File: config.mk
export PLATFORM = sky130hd
export DESIGN_NAME = icache_refill_flat
export DESIGN_NICKNAME = d
export VERILOG_FILES = /design/src/rtl/icache_refill_pkg.sv /design/src/rtl/icache_refill_if.sv /design/src/rtl/icache_refill_assembler.sv /design/src/rtl/icache_refill.sv /design/src/flat_wrapper.sv
export SDC_FILE = /design/constraint.sdc
export NUM_CORES = 1
export LEC_CHECK = 0
export CAP_MARGIN = 10
export CORE_MARGIN = 1
export CORE_UTILIZATION = 40
export DETAILED_ROUTE_END_ITERATION = 10
export GPL_TIMING_DRIVEN = 0
export PLACE_DENSITY_LB_ADDON = 0.08
export SYNTH_ARGS = -nofsm -noshare
export SYNTH_HDL_FRONTEND = slang
export SYNTH_HIERARCHICAL = 1
export SYNTH_SLANG_ARGS = --single-unit
File: constraint.sdc
create_clock -name clkIn -period 3.15 [get_ports clkIn]
set_input_delay 0.63 -clock clkIn [delete_from_list [all_inputs] [get_ports clkIn]]
set_output_delay 0.63 -clock clkIn [all_outputs]
set_load 0.05 [all_outputs]
File: src/rtl/icache_refill_pkg.sv
// rtl/icache_refill_pkg.sv - shared types and constants for the instruction-cache refill engine
package icache_refill_pkg;

    typedef enum logic [1:0] {
        IDLE  = 2'd0,
        REQ   = 2'd1,
        FETCH = 2'd2,
        DONE  = 2'd3
    } refill_state_t;

    localparam int DEF_BLOCK_WIDTH = 4;

    // Cycles between driving a RAM address and its byte appearing on memDataIn.
    localparam int RAM_LATENCY = 1;

endpackage

File: src/rtl/icache_refill_if.sv
// rtl/icache_refill_if.sv - cache-side and RAM-side signals of the refill engine
interface icache_refill_if import icache_refill_pkg::*; #(
    parameter int BLOCK_WIDTH = DEF_BLOCK_WIDTH
) ();
    localparam int BLOCK_SIZE = 2 ** BLOCK_WIDTH;

    logic                      missIn;
    logic [31:0]               missAddrIn;
    logic                      flushIn;
    logic                      memReqOut;
    logic                      memGrantIn;
    logic [31:0]               memAddrOut;
    logic                      memWrOut;
    logic [7:0]                memDataIn;
    logic                      blockValidOut;
    logic [31-BLOCK_WIDTH:0]   blockAddrOut;
    logic [BLOCK_SIZE*8-1:0]   blockDataOut;
    logic                      busyOut;

    modport slave (
        input  missIn, missAddrIn, flushIn, memGrantIn, memDataIn,
        output memReqOut, memAddrOut, memWrOut,
               blockValidOut, blockAddrOut, blockDataOut, busyOut
    );

    modport master (
        output missIn, missAddrIn, flushIn, memGrantIn, memDataIn,
        input  memReqOut, memAddrOut, memWrOut,
               blockValidOut, blockAddrOut, blockDataOut, busyOut
    );
endinterface

File: src/rtl/icache_refill_assembler.sv
// rtl/icache_refill_assembler.sv - byte-indexed writes of RAM data into the refill line register
module icache_refill_assembler import icache_refill_pkg::*; #(
    parameter int BLOCK_WIDTH = DEF_BLOCK_WIDTH
) (
    input  logic                          clkIn,
    input  logic                          resetIn,
    input  logic                          captureEn,
    input  logic [BLOCK_WIDTH-1:0]        byteIdx,
    input  logic [7:0]                    byteIn,
    output logic [(2**BLOCK_WIDTH)*8-1:0] lineOut
);
    always_ff @(posedge clkIn or negedge resetIn) begin
        if (!resetIn) begin
            lineOut <= '0;
        end else if (captureEn) begin
            lineOut[{byteIdx, 3'b000} +: 8] <= byteIn;
        end
    end
endmodule

File: src/rtl/icache_refill.sv
// rtl/icache_refill.sv - wins the RAM bus on a miss and streams one aligned block into a cache line
module icache_refill import icache_refill_pkg::*; #(
    parameter int BLOCK_WIDTH = DEF_BLOCK_WIDTH
) (
    input  logic            clkIn,
    input  logic            resetIn,
    icache_refill_if.slave  bus
);
    localparam int BLOCK_SIZE = 2 ** BLOCK_WIDTH;
    localparam int CNT_W      = BLOCK_WIDTH + 1;
    localparam int BASE_W     = 32 - BLOCK_WIDTH;
    localparam logic [CNT_W-1:0] CNT_LAST = CNT_W'(BLOCK_SIZE);

    refill_state_t           state, stateNext;
    logic [CNT_W-1:0]        cnt, cntNext;
    logic [BASE_W-1:0]       base, baseNext;
    logic                    captureEn;
    logic [BLOCK_WIDTH-1:0]  captureIdx;
    logic [BLOCK_SIZE*8-1:0] line;

    always_ff @(posedge clkIn or negedge resetIn) begin
        if (!resetIn) begin
            state <= IDLE;
            cnt   <= '0;
            base  <= '0;
        end else begin
            state <= stateNext;
            cnt   <= cntNext;
            base  <= baseNext;
        end
    end

    always_comb begin
        stateNext = state;
        cntNext   = cnt;
        baseNext  = base;
        unique case (state)
            IDLE: begin
                if (bus.missIn && !bus.flushIn) begin
                    baseNext  = BASE_W'(bus.missAddrIn >> BLOCK_WIDTH);
                    stateNext = REQ;
                end
            end
            REQ: begin
                if (bus.flushIn) begin
                    stateNext = IDLE;
                end else if (bus.memGrantIn) begin
                    stateNext = FETCH;
                    cntNext   = '0;
                end
            end
            FETCH: begin
                // Partial lines are simply never strobed; the line register is left as is.
                if (bus.flushIn) begin
                    stateNext = IDLE;
                    cntNext   = '0;
                end else if (cnt == CNT_LAST) begin
                    stateNext = DONE;
                    cntNext   = '0;
                end else begin
                    cntNext = cnt + 1'b1;
                end
            end
            DONE: begin
                stateNext = IDLE;
            end
            default: begin
                stateNext = IDLE;
            end
        endcase
    end

    // The byte arriving now was addressed RAM_LATENCY cycles ago.
    assign captureEn  = (state == FETCH) && (cnt != '0);
    assign captureIdx = cnt[BLOCK_WIDTH-1:0] - BLOCK_WIDTH'(RAM_LATENCY);

    icache_refill_assembler #(
        .BLOCK_WIDTH (BLOCK_WIDTH)
    ) u_assembler (
        .clkIn     (clkIn),
        .resetIn   (resetIn),
        .captureEn (captureEn),
        .byteIdx   (captureIdx),
        .byteIn    (bus.memDataIn),
        .lineOut   (line)
    );

    always_comb begin
        bus.memAddrOut = '0;
        if (state == FETCH) begin
            bus.memAddrOut = (cnt == CNT_LAST) ? {base, {BLOCK_WIDTH{1'b1}}}
                                               : {base, cnt[BLOCK_WIDTH-1:0]};
        end
    end

    assign bus.memReqOut     = (state == REQ) || (state == FETCH);
    assign bus.memWrOut      = 1'b0;
    assign bus.blockValidOut = (state == DONE) && !bus.flushIn;
    assign bus.blockAddrOut  = base;
    assign bus.blockDataOut  = line;
    assign bus.busyOut       = (state != IDLE);

endmodule

File: src/flat_wrapper.sv
// flat-port wrapper written by rule: the top's interface ports become plain ports
module icache_refill_flat import icache_refill_pkg::*;
#(
    parameter int BLOCK_WIDTH = DEF_BLOCK_WIDTH
)
  (clkIn, resetIn, bus_missIn, bus_missAddrIn, bus_flushIn, bus_memGrantIn, bus_memDataIn, bus_memReqOut, bus_memAddrOut, bus_memWrOut, bus_blockValidOut, bus_blockAddrOut, bus_blockDataOut, bus_busyOut);
  icache_refill_if #(.BLOCK_WIDTH(BLOCK_WIDTH)) bus_i ();
  input  logic clkIn;
  input  logic resetIn;
  input wire logic [$bits(bus_i.missIn)-1:0] bus_missIn;
  input wire logic [$bits(bus_i.missAddrIn)-1:0] bus_missAddrIn;
  input wire logic [$bits(bus_i.flushIn)-1:0] bus_flushIn;
  input wire logic [$bits(bus_i.memGrantIn)-1:0] bus_memGrantIn;
  input wire logic [$bits(bus_i.memDataIn)-1:0] bus_memDataIn;
  output wire logic [$bits(bus_i.memReqOut)-1:0] bus_memReqOut;
  output wire logic [$bits(bus_i.memAddrOut)-1:0] bus_memAddrOut;
  output wire logic [$bits(bus_i.memWrOut)-1:0] bus_memWrOut;
  output wire logic [$bits(bus_i.blockValidOut)-1:0] bus_blockValidOut;
  output wire logic [$bits(bus_i.blockAddrOut)-1:0] bus_blockAddrOut;
  output wire logic [$bits(bus_i.blockDataOut)-1:0] bus_blockDataOut;
  output wire logic [$bits(bus_i.busyOut)-1:0] bus_busyOut;
  assign bus_i.missIn = bus_missIn;
  assign bus_i.missAddrIn = bus_missAddrIn;
  assign bus_i.flushIn = bus_flushIn;
  assign bus_i.memGrantIn = bus_memGrantIn;
  assign bus_i.memDataIn = bus_memDataIn;
  assign bus_memReqOut = bus_i.memReqOut;
  assign bus_memAddrOut = bus_i.memAddrOut;
  assign bus_memWrOut = bus_i.memWrOut;
  assign bus_blockValidOut = bus_i.blockValidOut;
  assign bus_blockAddrOut = bus_i.blockAddrOut;
  assign bus_blockDataOut = bus_i.blockDataOut;
  assign bus_busyOut = bus_i.busyOut;
  icache_refill #(.BLOCK_WIDTH(BLOCK_WIDTH)) u_core (.clkIn(clkIn), .resetIn(resetIn), .bus(bus_i));
endmodule
# Yosys cells after proc, flatten, opt, wreduce, memory -nomap -nowiden

Index checks and enable logic that the tools add are counted.

$add $sub $neg: 3
Eq/ne operators: 9
Shift-type cells: 2
Muxes and demuxes: 14
Reductions and logical operators: 12

Operators with widths:

| operator                  | number |
|---|---|
| $bwmux W128               | 1 |
| $shift A8 B9 Y128 const A | 1 |
| $shiftx A8 B9 Y128        | 1 |
| $mux W32                  | 1 |
| $mux W5                   | 4 |
| $mux W2                   | 5 |
| $pmux W5 S2               | 1 |
| $neg A7 Y9                | 1 |
| $pmux W2 S4               | 1 |
| $reduce_and A3 Y1         | 2 |
| $add A5 B1 Y5 const B     | 1 |
| $eq A5 B5 Y1 const B      | 1 |
| $reduce_bool A5 Y1        | 1 |
| $eq A2 B2 Y1 const B      | 2 |
| $mux W4                   | 1 |
| $ne A2 B2 Y1 const B      | 2 |
| $reduce_bool A2 Y1        | 2 |
| $sub A4 B1 Y4 const B     | 1 |
| $logic_and A1 B1 Y1       | 3 |
| $ne A3 B2 Y1 const B      | 1 |
| $ne A3 B3 Y1 const B      | 1 |
| $eq A2 B1 Y1 const B      | 1 |
| $logic_not A2 Y1          | 1 |
| $ne A2 B1 Y1 const B      | 1 |
| other kinds (3)           | 3 |

Register bits after elaboration: 163
Bits of input ports: 45
Output and inout bits: 192
Word-level logic and storage cells: 44

# Logic depth before layout (Yosys ltp)

Gate-level depths: netlist (run 1).

Depth after elaboration: 4
Mapped depth: 11
Depth with buffers taken out: 9

# By module

The synthesis (run 1) kept the hierarchy.

Modules (own cells, without submodules):

| module                  | instances | cells each | area each (µm²) | sequential area each (µm²) |
|---|---|---|---|---|
| icache_refill_assembler | 1         | 341        | 5235.0          | 3203.1 |
| icache_refill           | 1         | 163        | 1969.4          | 875.8 |

# Worst setup path after synthesis (run 1)

Ideal clock, no wire load.

Kind: reg2reg
From: register u_core.cnt[0]
To: register u_core.u_assembler.lineOut[86]
Library setup time: 0.125 ns
Arrival time: 2.601 ns
Data required time: 3.025 ns
Slack: 0.424 ns
Cell stages (with the launch flop): 12
Path buffers: 2
Clock period less this slack: 2.726 ns
Cell sequence: dfrtp_1 -> inv_1 -> ha_1 -> inv_1 -> inv_1 -> ha_1 -> clkbuf_1 -> or2_2 -> o21ai_0 -> and3_1 -> buf_4 -> mux2_2

Longest elaborated chain between the ends: 4
Elaborated cells between the ends (all ways): 7
Those cells by class: add/sub: 2; shift: 2; mux: 1; reduce/logical: 2

RTL lines:

| item                                                           | line                          | source |
|---|---|---|
| start, declared                                                | icache_refill.sv:15           | `logic [CNT_W-1:0] cnt, cntNext;` |
| start signal, assigned                                         | icache_refill.sv:28           | `cnt <= cntNext;` |
| $sub A4 B1 Y4 *                                                | icache_refill.sv:75           | `assign captureIdx = cnt[BLOCK_WIDTH-1:0] - BLOCK_WIDTH'(RAM_LATENCY);` |
| named net u_core.captureIdx[0]                                 | icache_refill.sv:18           | `logic [BLOCK_WIDTH-1:0] captureIdx;` |
| $neg A7 Y9 *                                                   | icache_refill_assembler.sv:16 | `lineOut[{byteIdx, 3'b000} +: 8] <= byteIn;` |
| $shiftx A8 B9 Y128 / $shift A8 B9 Y128 (equally long branches) | icache_refill_assembler.sv:16 |  |
| $bwmux W128 *                                                  | icache_refill_assembler.sv:16 |  |
| end signal, assigned by index                                  | icache_refill_assembler.sv:16 |  |
| end, declared                                                  | icache_refill_assembler.sv:10 | `output logic [(2**BLOCK_WIDTH)*8-1:0] lineOut` |

The timed path passes the listed nets; every way through them passes the cells marked *.
A chain may end at the register's enable or synchronous reset.

# Worst setup path in the final report (run 1)

From: register u_core.cnt[0]
To: register u_core.u_assembler.lineOut[46]

Same word-level chain as after synthesis.

==> results of run 1 <==
## state kept, by name (all words and copies together) (netlist names)
signal and cells:
u_core/bus.blockAddrOut 28, u_core/cnt 5, u_core/u_assembler/lineOut 128, u_core/state 2
## kinds of logic after synthesis
family | after synthesis | synth area share [%]
and+or+nand+nor | 110 | 9.86
xor gates and xnor gates | 2 | 0.243
other | 1 | 0.0521
buffers and inverters | 36 | 2.76
muxes | 157 | 25.6
DFF | 163 | 56.6
AOI/OAI and AO/OA | 24 | 2.99
adders and majority gates | 11 | 1.91
## power by group through the flow
stage | Clock (mW) | Combinational, mW | Sequential, mW
global placement | 0 | 3.80 | 2.79
detailed placement | 0 | 3.84 | 2.81
finish | 2.16 | 3.80 | 2.77
CTS | 2.23 | 3.83 | 2.77
global route | 2.32 | 3.98 | 2.82
floorplan | 0 | 1.24 | 4.10
## worst max-delay path, cell delays in order (launching register included)
cell       delay (ns)
dfrtp_1          0.44
inv_2            0.13
ha_1             0.34
inv_2            0.09
inv_1            0.08
ha_1             0.17
clkbuf_1         0.35
nor2b_1          0.29
a2bb2oi_2        0.16
nor2_2           0.44
mux2_2           0.40
## cells in the mapped netlist (all sizes together)
cell type	instances	area share, %
nor2	17	1.2
and3	18	1.6
nand2	6	0.31
mux2	156	25
inv	11	0.57
and4bb	1	0.17
conb	1	0.052
nand3b	1	0.10
dfrtp	163	57
o21bai	2	0.52
xor2	2	0.24
and2	28	2.4
or3	1	0.16
or4b	1	0.14
mux2i	1	0.14
and2b	1	0.12
nor3	1	0.069
nor4bb	1	0.14
clkbuf	8	0.43
nand3	10	0.83
a2bb2oi	2	0.24
nor4b	2	0.24
nand4	4	0.52
a211oi	2	0.28
buf	17	1.8
nor3b	3	0.31
a221oi	1	0.12
nand4bb	1	0.16
and3b	1	0.12
o2bb2ai	1	0.12
a2111o	1	0.16
a21oi	3	0.26
a21o	1	0.10
o21ai	6	0.47
a31oi	2	0.38
or2	4	0.35
nor2b	3	0.26
o311ai	1	0.12
o211ai	2	0.21
ha	11	1.9
nand2b	6	0.63
## path summary, 6_finish.rpt
path / depth (start not counted) / endpoint
worst max-delay path: 10 / u_core/u_assembler/lineOut[46]
worst min-delay path: 1 / u_core/bus.blockAddrOut[14]
worst max register to register: 10 / u_core/u_assembler/lineOut[46]
worst min register to register: 1 / u_core/u_assembler/lineOut[102]
max in group asynchronous: 2 / u_core/u_assembler/lineOut[45]
min in group clkIn: 1 / u_core/u_assembler/lineOut[102]
## stage by stage
stage	total power [mW]	area, sq um	setup TNS, ns	worst slack, ns	cells
after floorplan	5.34	7200	0	0.424	504
after global placement	6.59	9730	-818.77	-5.04	953
after detailed placement	6.66	9760	-0.758	-0.0705	954
after CTS	8.83	10400	0	0.000497	984
after global routing	9.12	10300	-0.227	-0.0394	984
final	8.73	10300	0	0.140	984
## cell type report
cell class / count / share of cell area [%]
Sequential cell: 163 / 39.5
Clock inverter: 11 / 1.72
Timing Repair Buffer: 225 / 21.2
Inverter: 11 / 0.400
Buffer: 25 / 1.54
Tap cell: 225 / 2.72
Multi-Input combinational cell: 305 / 28.6
Clock buffer: 19 / 4.29
## routing by layer
layer | up-vias | routed length, um | track usage [%]
li1 | 2268 | - | -
met1 | 2481 | 7600 | 25.0
met2 | 151 | 9220 | 34.8
met3 | 19 | 1220 | 5.93
met4 | 0 | 274 | 7.28
met5 | - | 0 | 0
==> flow_metrics.py, run 1 <==
metrics = {
    "finish": {
        "layout_common_cells": "clkdlybuf4s50_1, dfrtp_1, mux2_2",
        "syn2layout_area_growth_pct": 43.4,
        "final_common_cell": "clkdlybuf4s50_1",
        "fin_util_pct": 59.3,
        "drive_above_1_share_pct": 32.3,
        "layout.nets": 804,
        "diodes": 0,
        "nFillCells": 1398,
        "ff_latch_area_sq_mm": 0.00408,
        "multiInputGateArea_sq_mm": 0.00296,
    },
    "clock_tree": {
        "cts.sinks": 163,
        "clk_latency_ns": 0.42,
        "cts.clk_slew.worst_paths_ns": 0.06,
        "postCtsSetupBuffers": 0,
        "cts_max_level": 4,
        "cts-root-buf": "clkbuf_16",
        "cts_tree": "yes",
        "ctsResizeCount": 35,
        "clockBufferDepth": 2,
        "cts_made_buffers": 17,
        "ctsHoldBuffers": 0,
    },
    "floorplanning": {
        "die-area_sq_mm": 0.0186,
        "rows": 48,
        "die_h_um": 136,
        "io_pins": 237,
        "start_util_pct": 41.4,
        "die_w_um": 136,
        "core_area_sq_mm": 0.0174,
    },
    "power_and_ir_drop": {
        "power_switching_mw": 3.53,
        "pwr-share-comb_pct": 43.5,
        "seqPwrFrac_pct": 31.7,
        "peakVddDrop_v": 0.000597,
        "sw_frac_of_total_pct": 40.4,
        "p_leak_nw": 4.89,
        "intPower_mw": 5.20,
        "p_clk_share_pct": 24.8,
        "pwr_density_cell_mw_per_mm2": 845,
    },
    "timing": {
        "slew_viol_final": 0,
        "clock-skew-final_ns": 0.00576,
        "relSlewSlack_pct": 54.3,
        "worst_slew_pin_slew_ns": 0.685,
        "hold_slack_ns": 0.136,
        "final.min_clock_period_ns": 3.01,
        "setup_viol": 0,
        "finalHoldViolCount": 0,
        "fmax_ghz": 0.332,
        "finalCritPeriodShare_pct": 95.6,
    },
    "yosys": {
        "yosysUniqueCellTypes": 59,
        "avgSynthCellArea_sq_um": 14.3,
        "syn_nets": 560,
        "yosysWarnings": 6,
        "syn_area_sq_mm": 0.00720,
        "ys_ff_latch": 163,
        "yosysSeqAreaShare_pct": 56.6,
        "syn_inst": 504,
    },
    "grt": {
        "grt_use_total_pct": 20.6,
        "grt_antenna_before_repair": 0,
        "grt_max_degree": 101,
        "grt_pass1_vias": 5205,
        "overflow": 0,
        "grt_pass1_wl_um": 28700,
    },
    "worst_hold_path": {
        "hold_path.class": "in -> async",
    },
    "setup_path": {
        "criticalPathCategory": "reg -> reg",
        "cp_max_fo": 10,
        "rrSetupSlack_ns": 0.14,
        "end_kind": "flop",
        "crit_path_start_kind": "flop",
        "critPathRequiredTime_ns": 3.45,
        "crit_path_start": "u_core/cnt[0]",
        "r2r-start": "u_core/cnt[0]",
        "critPathArrivalTime_ns": 3.31,
    },
    "outcome": {
        "outcome": "complete, no violations",
    },
    "place": {
        "port_buffers": 224,
        "hpwl_um": 13400,
        "gp_congestion": 0.858,
    },
    "detailed_routing": {
        "firstDrtPassIters": 4,
        "first_iter_violations": 145,
        "drc": 0,
        "ant_nets": 0,
        "wl_per_cell_um": 18.6,
        "vias": 4919,
        "wl_um": 18300,
        "vias_per_cell": 5.00,
    },
    "run": {
        "maxCapViolCount": 0,
    },
}
No activity file was read; power rests on OpenSTA's default activity.
==> run 2, diff against run 1 <==
CORE_UTILIZATION = 48   (was 40)
CTS_BUF_LIST = sky130_fd_sc_hd__clkbuf_2 sky130_fd_sc_hd__clkbuf_4 sky130_fd_sc_hd__clkbuf_8   (was default)
==> run 2 against run 1 <==
Effect of this change: register-to-register slack improved by 0.11 ns; hold slack better by 0.085 ns; critical path depth decreased by 4; cell area down 1.1%; sequential power is essentially flat.
==> flow_metrics.py, run 2 (synthesis gave the netlist of run 1 again) <==
metrics = {
    "place": {
        "dpl.cell_count": 913,
        "port_buffers": 224,
        "pre_cts_slack_ns": -0.0747,
        "gp_congestion": 0.807,
        "hpwl_um": 12700,
    },
    "detailed_routing": {
        "ant_nets": 0,
        "vias": 4930,
        "firstDrtPassIters": 4,
        "wl_per_cell_um": 18.5,
        "first_iter_violations": 194,
        "vias_per_cell": 5.21,
        "drc": 0,
        "wl_um": 17500,
    },
    "finish": {
        "final_common_cell": "clkdlybuf4s50_1",
        "regMostFlops": "u_core/u_assembler/lineOut",
        "syn2layout_area_growth_pct": 41.9,
        "layout.nets": 805,
        "fin_util_pct": 70.1,
        "final_cells": 946,
        "layout_common_cells": "clkdlybuf4s50_1, dfrtp_1, mux2_2",
        "diodes": 0,
        "largest_reg_flops": 128,
        "drive_above_1_share_pct": 33.1,
    },
    "clock_tree": {
        "cts_tree": "yes",
        "cts.sinks": 163,
        "cts-root-buf": "clkbuf_8",
        "clk_latency_ns": 0.44,
        "cts_max_level": 4,
        "clockBufferDepth": 2,
        "ctsHoldBuffers": 0,
        "cts.clk_slew.worst_paths_ns": 0.08,
        "cts_made_buffers": 17,
    },
    "grt": {
        "grt_max_degree": 83,
        "grt_antenna_before_repair": 0,
        "overflow": 0,
        "grt_pass1_vias": 5157,
        "grt_pass1_wl_um": 28000,
        "grt_use_total_pct": 23.3,
    },
    "setup_path": {
        "critPathRequiredTime_ns": 2.52,
        "end_kind": "output port",
        "r2r-end": "u_core/u_assembler/lineOut[82]",
        "rrSetupSlack_ns": 0.25,
        "r2r-start": "u_core/cnt[0]",
        "crit_path_start_kind": "flop",
        "cpPeakStageDelay_ns": 0.43,
        "cp_max_fo": 10,
        "crit_chain": "inv_1 -> ha_1 -> clkbuf_2 -> clkbuf_2 -> and2_1 -> clkdlybuf4s15_2",
        "critPathMostFrequentCell": "clkbuf_2",
        "reg2reg_depth": 11,
        "critPathArrivalTime_ns": 2.29,
        "crit_slowest_cell": "dfrtp_1",
        "criticalPathCategory": "reg -> out",
    },
    "floorplanning": {
        "start_util_pct": 49.4,
        "die_w_um": 125,
        "die_h_um": 125,
        "die-area_sq_mm": 0.0155,
        "rows": 44,
        "core_area_sq_mm": 0.0146,
        "io_pins": 237,
    },
    "timing": {
        "clock-skew-final_ns": 0.0125,
        "worst_slew_pin_slew_ns": 0.742,
        "rsz0062_at_grt": "false",
        "fmax_ghz": 0.343,
        "final.min_clock_period_ns": 2.92,
        "finalHoldViolCount": 0,
        "setup_slack_ns": 0.233,
        "slew_viol_final": 0,
        "finalCritPeriodShare_pct": 92.6,
        "setup_viol": 0,
        "relSlewSlack_pct": 50.5,
    },
    "outcome": {
        "outcome": "complete, no violations",
    },
    "power_and_ir_drop": {
        "power.total_mw": 8.28,
        "peakVddDrop_v": 0.000430,
        "pwr_density_cell_mw_per_mm2": 810,
        "p_leak_nw": 4.72,
    },
    "run": {
        "maxCapViolCount": 0,
    },
    "worst_hold_path": {
        "hold_path.class": "in -> async",
    },
}
==> run 2: final cells by class <==
cell class,count,area [sq um]
Fill cell,1062,4370
Clock buffer,17,234
Sequential cell,163,4080
Clock inverter,15,219
Multi-Input combinational cell,305,2970
Tap cell,184,230
Buffer,25,161
Inverter,11,41.3
Timing Repair Buffer,226,2290
==> run 2: metrics by stage <==
step	TNS, ns	instance area [sq um]	hold slack [ns]
detailed placement	-1.04	9710	0.493
global route	0	10200	0.241
CTS	-1.22	10200	0.227
floorplan	0	7200	0.334
global placement	-798.72	9680	0.482
finish	0	10200	0.221
==> run 2: how the worst max path moves through the flow <==
stage	slack, ns	start	end
6_report	0.23	u_core/state[0]	bus_memAddrOut[15]
5_1_grt	0.03	u_core/cnt[0]	u_core/u_assembler/lineOut[82]
2_1_floorplan	0.42	u_core/cnt[0]	u_core/u_assembler/lineOut[86]
4_1_cts	-0.09	u_core/cnt[0]	u_core/u_assembler/lineOut[69]
3_5_place_dp	-0.07	u_core/cnt[0]	u_core/u_assembler/lineOut[35]
3_3_place_gp	-4.91	resetIn	u_core/u_assembler/lineOut[20]
==> run 2: report_power, final <==
group	switching, mW	internal [mW]	total [mW]
sequential	0.263	2.49	2.75
clock	0.807	0.889	1.70
combinational	2.44	1.39	3.83
total	3.51	4.77	8.28
==> run 2: per-layer routing <==
layer | part of all wire [%] | track usage [%] | vias to the layer above | wire length (um)
li1 | - | - | 2260 | -
met1 | 42 | 28.6 | 2495 | 7390
met2 | 51 | 39.4 | 158 | 8900
met3 | 5.7 | 7.09 | 17 | 999
met4 | 1.4 | 7.30 | 0 | 246
met5 | 0 | 0 | - | 0
==> run 2: critical path: cells and delay by family (launching register included) <==
kind	cells	cell delay (ns)
flip-flops	1	0.43
adder cells (fa/ha/maj)	1	0.27
buffers and inverters	4	0.98
AND/OR/NAND/NOR	1	0.16
==> run 2: timing repair <==
item,4_1_cts,5_1_grt
hold endpoints to repair,0,0
cloned,0,0
gates resized for setup,72,17
pin swaps,0,1
setup buffers,0,1
setup endpoints to repair,48,102
